[src/rtl/tx_frame_scheduler.sv]
// tx_frame_scheduler: shares the serial tx block between frame requesters
// A (board-state) and B (move/ack) with round-robin arbitration.
// It latches the granted payload onto val_out, pulses trigger_out for
// TRIG_CYCLES, then holds off FRAME_CYCLES + GAP_CYCLES before the next
// grant, because tx gives no completion indication.
//
// Ports:
//   clk_in, rst_in           system clock, synchronous active-high reset
//   req_a_in, val_a_in       requester A request (held until ack) + payload
//   ack_a_out                one-cycle pulse, A payload captured
//   req_b_in, val_b_in       requester B request + payload
//   ack_b_out                one-cycle pulse, B payload captured
//   trigger_out, val_out     to tx trigger_in / val_in
//   busy_out                 high whenever the scheduler is not IDLE
//   frames_sent_out          count of frames started (wraps)
//
// Optional build macro TX_FRAME_SCHEDULER_HEARTBEAT_EN: after HB_CYCLES
// request-free IDLE cycles, resend the last payload (no ack issued).
module tx_frame_scheduler #(
    parameter int WIDTH        = 208,
    parameter int TRIG_CYCLES  = 1000,
    parameter int FRAME_CYCLES = 4000000,
    parameter int GAP_CYCLES   = 1000,
    parameter int HB_CYCLES    = 50000000
) (
    input  logic             clk_in,
    input  logic             rst_in,
    input  logic             req_a_in,
    input  logic [WIDTH-1:0] val_a_in,
    output logic             ack_a_out,
    input  logic             req_b_in,
    input  logic [WIDTH-1:0] val_b_in,
    output logic             ack_b_out,
    output logic             trigger_out,
    output logic [WIDTH-1:0] val_out,
    output logic             busy_out,
    output logic [15:0]      frames_sent_out
);

    if (TRIG_CYCLES < 1 || FRAME_CYCLES < 0 || GAP_CYCLES < 0 ||
        HB_CYCLES < 1) begin : g_bad_params
        $error("tx_frame_scheduler: illegal cycle parameters");
    end

    typedef enum logic [1:0] {
        S_IDLE,
        S_TRIG,
        S_WAIT,
        S_GAP
    } state_t;

    state_t             state_q, state_d;
    logic [31:0]        cnt_q, cnt_d;
    // 0: A wins the next tie, 1: B wins the next tie
    logic               rr_q, rr_d;
    logic [WIDTH-1:0]   val_q, val_d;
    logic               trig_q, trig_d;
    logic               busy_q, busy_d;
    logic               ack_a_q, ack_a_d;
    logic               ack_b_q, ack_b_d;
    logic [15:0]        frames_q, frames_d;

    logic               grant_a;
    logic               grant_b;
    logic               start;

`ifdef TX_FRAME_SCHEDULER_HEARTBEAT_EN
    localparam int HB_W = $clog2(HB_CYCLES + 1);

    logic [HB_W-1:0]    idle_q, idle_d;
    // frames_q may wrap to 0, so "sent since reset" needs its own flag
    logic               sent_q, sent_d;
    logic               hb_fire;
`endif

    always_comb begin
        state_d  = state_q;
        cnt_d    = cnt_q;
        rr_d     = rr_q;
        val_d    = val_q;
        frames_d = frames_q;
        ack_a_d  = 1'b0;
        ack_b_d  = 1'b0;
        grant_a  = 1'b0;
        grant_b  = 1'b0;
        start    = 1'b0;
`ifdef TX_FRAME_SCHEDULER_HEARTBEAT_EN
        idle_d   = '0;
        sent_d   = sent_q;
        hb_fire  = 1'b0;
`endif

        unique case (state_q)
            S_IDLE: begin
                if (req_a_in && (!req_b_in || !rr_q)) begin
                    grant_a = 1'b1;
                end else if (req_b_in) begin
                    grant_b = 1'b1;
                end
`ifdef TX_FRAME_SCHEDULER_HEARTBEAT_EN
                else if (sent_q) begin
                    // idle_q counts completed request-free IDLE cycles
                    if (idle_q == HB_W'(HB_CYCLES - 1)) begin
                        hb_fire = 1'b1;
                    end else begin
                        idle_d = idle_q + HB_W'(1);
                    end
                end
                if (grant_a || grant_b) begin
                    sent_d = 1'b1;
                end
                start = grant_a | grant_b | hb_fire;
`else
                start = grant_a | grant_b;
`endif
                if (start) begin
                    state_d  = S_TRIG;
                    cnt_d    = '0;
                    frames_d = frames_q + 16'd1;
                end
                if (grant_a) begin
                    val_d   = val_a_in;
                    ack_a_d = 1'b1;
                    rr_d    = 1'b1;
                end
                if (grant_b) begin
                    val_d   = val_b_in;
                    ack_b_d = 1'b1;
                    rr_d    = 1'b0;
                end
            end

            S_TRIG: begin
                if (cnt_q == 32'(TRIG_CYCLES - 1)) begin
                    cnt_d = '0;
                    if (FRAME_CYCLES > 0) begin
                        state_d = S_WAIT;
                    end else if (GAP_CYCLES > 0) begin
                        state_d = S_GAP;
                    end else begin
                        state_d = S_IDLE;
                    end
                end else begin
                    cnt_d = cnt_q + 32'd1;
                end
            end

            S_WAIT: begin
                if (cnt_q == 32'(FRAME_CYCLES - 1)) begin
                    cnt_d = '0;
                    if (GAP_CYCLES > 0) begin
                        state_d = S_GAP;
                    end else begin
                        state_d = S_IDLE;
                    end
                end else begin
                    cnt_d = cnt_q + 32'd1;
                end
            end

            S_GAP: begin
                if (cnt_q == 32'(GAP_CYCLES - 1)) begin
                    cnt_d   = '0;
                    state_d = S_IDLE;
                end else begin
                    cnt_d = cnt_q + 32'd1;
                end
            end

            default: begin
                cnt_d   = '0;
                state_d = S_IDLE;
            end
        endcase

        // Outputs are registered copies of the next state, so they line
        // up with the state they describe.
        trig_d = (state_d == S_TRIG);
        busy_d = (state_d != S_IDLE);
    end

    always_ff @(posedge clk_in) begin
        if (rst_in) begin
            state_q  <= S_IDLE;
            cnt_q    <= '0;
            rr_q     <= 1'b0;
            val_q    <= '0;
            trig_q   <= 1'b0;
            busy_q   <= 1'b0;
            ack_a_q  <= 1'b0;
            ack_b_q  <= 1'b0;
            frames_q <= '0;
`ifdef TX_FRAME_SCHEDULER_HEARTBEAT_EN
            idle_q   <= '0;
            sent_q   <= 1'b0;
`endif
        end else begin
            state_q  <= state_d;
            cnt_q    <= cnt_d;
            rr_q     <= rr_d;
            val_q    <= val_d;
            trig_q   <= trig_d;
            busy_q   <= busy_d;
            ack_a_q  <= ack_a_d;
            ack_b_q  <= ack_b_d;
            frames_q <= frames_d;
`ifdef TX_FRAME_SCHEDULER_HEARTBEAT_EN
            idle_q   <= idle_d;
            sent_q   <= sent_d;
`endif
        end
    end

    assign ack_a_out       = ack_a_q;
    assign ack_b_out       = ack_b_q;
    assign trigger_out     = trig_q;
    assign val_out         = val_q;
    assign busy_out        = busy_q;
    assign frames_sent_out = frames_q;

endmodule

[config.mk]
export PLATFORM = sky130hd
export DESIGN_NAME = tx_frame_scheduler
export DESIGN_NICKNAME = d
export VERILOG_FILES = /design/src/rtl/tx_frame_scheduler.sv
export SDC_FILE = /design/constraint.sdc
export NUM_CORES = 1
export LEC_CHECK = 0
export CAP_MARGIN = 30
export CORE_AREA = 2 2 249 251
export CTS_BUF_LIST = sky130_fd_sc_hd__clkbuf_8 sky130_fd_sc_hd__clkbuf_16
export DETAILED_ROUTE_END_ITERATION = 16
export DIE_AREA = 0 0 251 253
export MAX_ROUTING_LAYER = met4
export PLACE_DENSITY = 0.46
export SYNTH_ARGS = -nofsm -noshare
export SYNTH_HDL_FRONTEND = slang
export SYNTH_SLANG_ARGS = --single-unit
[constraint.sdc]
create_clock -name clk_in -period 4.95 [get_ports clk_in]
set_input_delay 0.495 -clock clk_in [delete_from_list [all_inputs] [get_ports clk_in]]
set_output_delay 0.495 -clock clk_in [all_outputs]
set_load 0.02 [all_outputs]
==> results.env <==
ENDPOINT='cnt_q[20]'
DRCVIOLATIONCOUNT=0
MAXSLEWVIOLCOUNT=0
CRITICAL_PATH.STARTPOINT_TYPE='flop'
CLOCK_SINK_COUNT=263
SYN-MEAN-INSTANCE-AREA_UM2=9.314
VIAS_PER_CELL=4.372
SHARE_SEQ_OF_TOTAL_POWER_PCT=35.9
CRITICAL_PATH_PEAK_FANOUT=29
MAPPEDNETLISTNETS=1685
SYNTHCELLS=1263
FINAL_CELL_MIX='sky130_fd_sc_hd__clkdlybuf4s50_1 (646), sky130_fd_sc_hd__dfxtp_1 (263), sky130_fd_sc_hd__nor2_1 (238)'
ROUTED_WL_MM=53.84
TOTAL_SWITCHING_POWER_W=0.001960
FP.COREAREA_UM2=61030
SETUP_VIOL=0
DRT.ANTENNA.VIOLATING_NETS=0
MAX_SLEW_MARGIN_PCT=30.37
POWER_DENSITY_OVER_THE_CELLS_nW_PER_UM2=334.5
TIMING.RR.START='cnt_q[1]'
SETUP.REG_TO_REG.WORST_SLACK_NS=2.08
HOLD_CLASS='flop to flop'
LARGEST_CLOCK_SKEW_IN_THE_FINAL_DESIGN_NS=0.02270
STATUS='finished, final reports clean'
FINAL_NETS=2280
CELL_INTERNAL_PWR_W=0.004805
CRITPATHKIND='flop to flop'
ROUTED-VIA-COUNT=11700
TIMING.FINAL.CRIT_PERIOD_NS=2.872
CLOCK_TREE_FROM_TRITONCTS='done'
RSZ0062_AT_GRT='no'
LAYOUT_COMMONEST_CELL='sky130_fd_sc_hd__clkdlybuf4s50_1'
POWER.STATIC_LEAKAGE_nW=8.137
CTSRESIZECOUNT=0
GR-USAGE-ALL-LAYERS_PCT=16.57
OVERFLOW=0
UTILIZATION_PCT=33.14
TIMING.FINAL.HOLD_VIOLATIONS=0
MAX_STAGE_DELAY_NS=0.53
WORSTPATHCELLLIST='ha_1 > and3_1 > nand4_1 > o41ai_4 > a21oi_2 > buf_4 > a21o_1 > a22o_1'
SETUP_TNS_NS=0
HOLD_PATH_CELLS=2
DATA_ARRIVAL_TIME_OF_THE_CRITICAL_PATH_NS=3.29
MAX_CLOCK_FREQ_MHz=348.2
CTS_INSERTED_BUFFERS=37
SYNTH-SEQ-AREA-SHARE_PCT=44.76
ROW_COUNT=91
SYNTH-WARNING-COUNT=0
SHARE_OF_CELLS_ABOVE_DRIVE_STRENGTH_1_PCT=4.410
DETAIL_ROUTE.FIRST_PASS.ITERATIONS=4
FINAL_CELL_COUNT_NO_FILL=2676
CLKPWRFRAC_PCT=39.3
ROUTED_WIRE_LENGTH_PER_INSTANCE_UM=20.12
GRT_START_MAX_NET_PINS=169
CRIT_START='cnt_q[1]'
PLACE.DETAILED.HPWL_MM=41.71
DIEAREA_UM2=63500
HOLD_PATH.STARTPOINT='val_out[166]'
MAX-VDD-IR-DROP_mV=0.1870
CRITICAL_PATH.TOP_DELAY_FAMILY='compound AO/OA/AOI/OAI gates'
HOLDBUFCOUNTCTS=0
PLACEDCELLCOUNT=2609
CTS_MAX_LEVEL=2
TIGHTESTPINTRANSITION_NS=1.041
TIMING.REG2REG.WORST_PATH_DEPTH=8
POWER.SWITCHING_FRACTION_PCT=28.98
HOLD_WS_NS=0.4931
NUMBER_OF_SYNTHESIZED_REGISTER_BITS=263
WORST_EP_REQUIRED_TIME_NS=5.37
CTS_POST_SETUP_BUFFERS_INSERTED=0
TIMING.CRITICAL_PATH.SLOWEST_STAGE_CELL='sky130_fd_sc_hd__o41ai_4'
POWER_FRAC_COMB_PCT=24.8
WIRE_LENGTH_OF_THE_FIRST_GLOBAL_ROUTING_PASS_MM=76.62
STARTING_DENSITY_OF_THE_CORE_PCT=19.28
ANTENNA_FOUND_INITIAL=3
NETLIST_AREA_UM2=11760
SYNTH_CELL_TYPE_COUNT=54
MAX_CAP_VIOLATIONS=0
FIRST_GLOBAL_VIAS=11590
END_KIND='flop'
AREAGROWTHSYNTHTOFINISH_PCT=71.90
CLK_BUF_DEPTH=3
CTS_ROOT_BUFFER='sky130_fd_sc_hd__clkbuf_16'
DIE_H_UM=253
DIE-WIDTH_UM=251
FIN_CRIT_SH_PCT=58.02
CLK_LATENCY_NS=0.55
PORT_BUFFERS=647
PIN_COUNT=648
REG2REG_TO='cnt_q[20]'
DRTITER0DRC=458
TIMING.CRITICAL_PATH.BUF_INV=1
PATH_DEPTH=8
CLK_PIN_SLEW_NS=0.05
PLACE.GP.CONGESTION=0.8496
how the worst min path moves through the flow:
stage	endpoint	slack [ns]
after floorplan	cnt_q[31]	0.46
after global placement	frames_sent_out[15]	0.48
after detailed placement	cnt_q[29]	0.49
after CTS	frames_sent_out[15]	0.50
after global routing	val_out[96]	0.51
final	val_out[166]	0.49
synthesized netlist by cell type, drive strengths merged:
| cell type | count | area [µm²] |
|---|---|---|
| dfxtp | 263 | 5265 |
| nor2 | 239 | 897.1 |
| a211oi | 211 | 1584 |
| mux2i | 210 | 2102 |
| clkbuf | 93 | 349.1 |
| nand2 | 39 | 146.4 |
| nand3 | 22 | 110.1 |
| a21oi | 20 | 103.9 |
| a31oi | 19 | 133.9 |
| and3 | 16 | 100.1 |
| o21ai | 15 | 75.07 |
| buf | 12 | 70.06 |
| nand4 | 10 | 68.81 |
| nor4 | 9 | 102.6 |
| xor2 | 9 | 78.83 |
| nor3 | 8 | 40.04 |
| nand2b | 7 | 43.79 |
| xnor2 | 7 | 61.31 |
| and2 | 5 | 31.28 |
| and4 | 5 | 43.79 |
| inv | 5 | 18.77 |
| or3 | 5 | 31.28 |
| a21o | 3 | 22.52 |
| a22o | 3 | 26.28 |
| a41oi | 3 | 26.28 |
| a311oi | 2 | 17.52 |
| ha | 2 | 25.02 |
| nand4b | 2 | 17.52 |
| nor2b | 2 | 12.51 |
| o31ai | 2 | 15.01 |
| o41ai | 2 | 36.29 |
| a2111oi | 1 | 8.760 |
| a211o | 1 | 8.760 |
| a221oi | 1 | 8.760 |
| a31o | 1 | 8.760 |
| a32oi | 1 | 8.760 |
| and4b | 1 | 10.01 |
| nand3b | 1 | 7.510 |
| nor4b | 1 | 8.760 |
| o211ai | 1 | 7.510 |
| or2 | 1 | 6.260 |
| or2b | 1 | 7.510 |
| or3b | 1 | 8.760 |
| or4 | 1 | 7.510 |
flip-flops by register name, summed over array words and instances (netlist names):
name / flops
rr_q: 1
busy_out: 1
ack_a_out: 1
trigger_out: 1
val_out: 208
frames_sent_out: 16
ack_b_out: 1
cnt_q: 32
state_q: 2
stage by stage:
step / instance area [µm²] / total power (W) / worst slack, ns
2_1_floorplan: 11760 / 0.003225 / 2.674
6_report: 20220 / 0.006765 / 2.078
4_1_cts: 20210 / 0.006903 / 2.126
3_5_place_dp: 19000 / 0.004178 / 2.067
3_3_place_gp: 19000 / 0.004170 / 2.144
5_1_grt: 20220 / 0.007096 / 1.878
tightest hold or removal path: cells and delay by family, from the launching register on:
family	cells	cell delay, ns
compound gates	1	0.05
simple gates	1	0.09
flops	1	0.30
metal layers:
metal	share of wire, %	wire length (µm)	GRT usage (%)
met1	38	20490	17.44
met2	53	28450	29.87
met3	7.3	3908	5.243
met4	1.8	996	4.354
met5	0	0	-
layout make-up:
cell class	instances	area [µm²]
fillers	6363	40810
flip-flops and latches	263	5265
inverters	5	18.77
clock inverters	16	126.4
multi-input cells	890	6080
repair buffers	661	6648
well taps	790	988.4
clock buffers	47	1086
diodes	4	10.01
power by group through the flow:
stage | logic [W] | clock network, W | registers [W]
3_3_place_gp | 0.00170 | 0 | 0.00247
3_5_place_dp | 0.00171 | 0 | 0.00247
2_1_floorplan | 0.000534 | 0 | 0.00269
5_1_grt | 0.00179 | 0.00285 | 0.00245
6_report | 0.00168 | 0.00266 | 0.00243
4_1_cts | 0.00171 | 0.00276 | 0.00243
cells by family (layout without fill, tap and decap cells):
| family | after synthesis | in the layout | share of synthesized area, % |
|---|---|---|---|
| adders and majority gates | 2 | 2 | 0.2127 |
| xor gates and xnor gates | 16 | 16 | 1.191 |
| other | 0 | 4 | 0 |
| DFF | 263 | 263 | 44.76 |
| and+or+nand+nor | 376 | 376 | 14.47 |
| AOI/OAI and AO/OA | 286 | 286 | 17.78 |
| buffers and inverters | 110 | 729 | 3.723 |
| muxes | 210 | 210 | 17.87 |
Power figures use the tool's default switching activity.
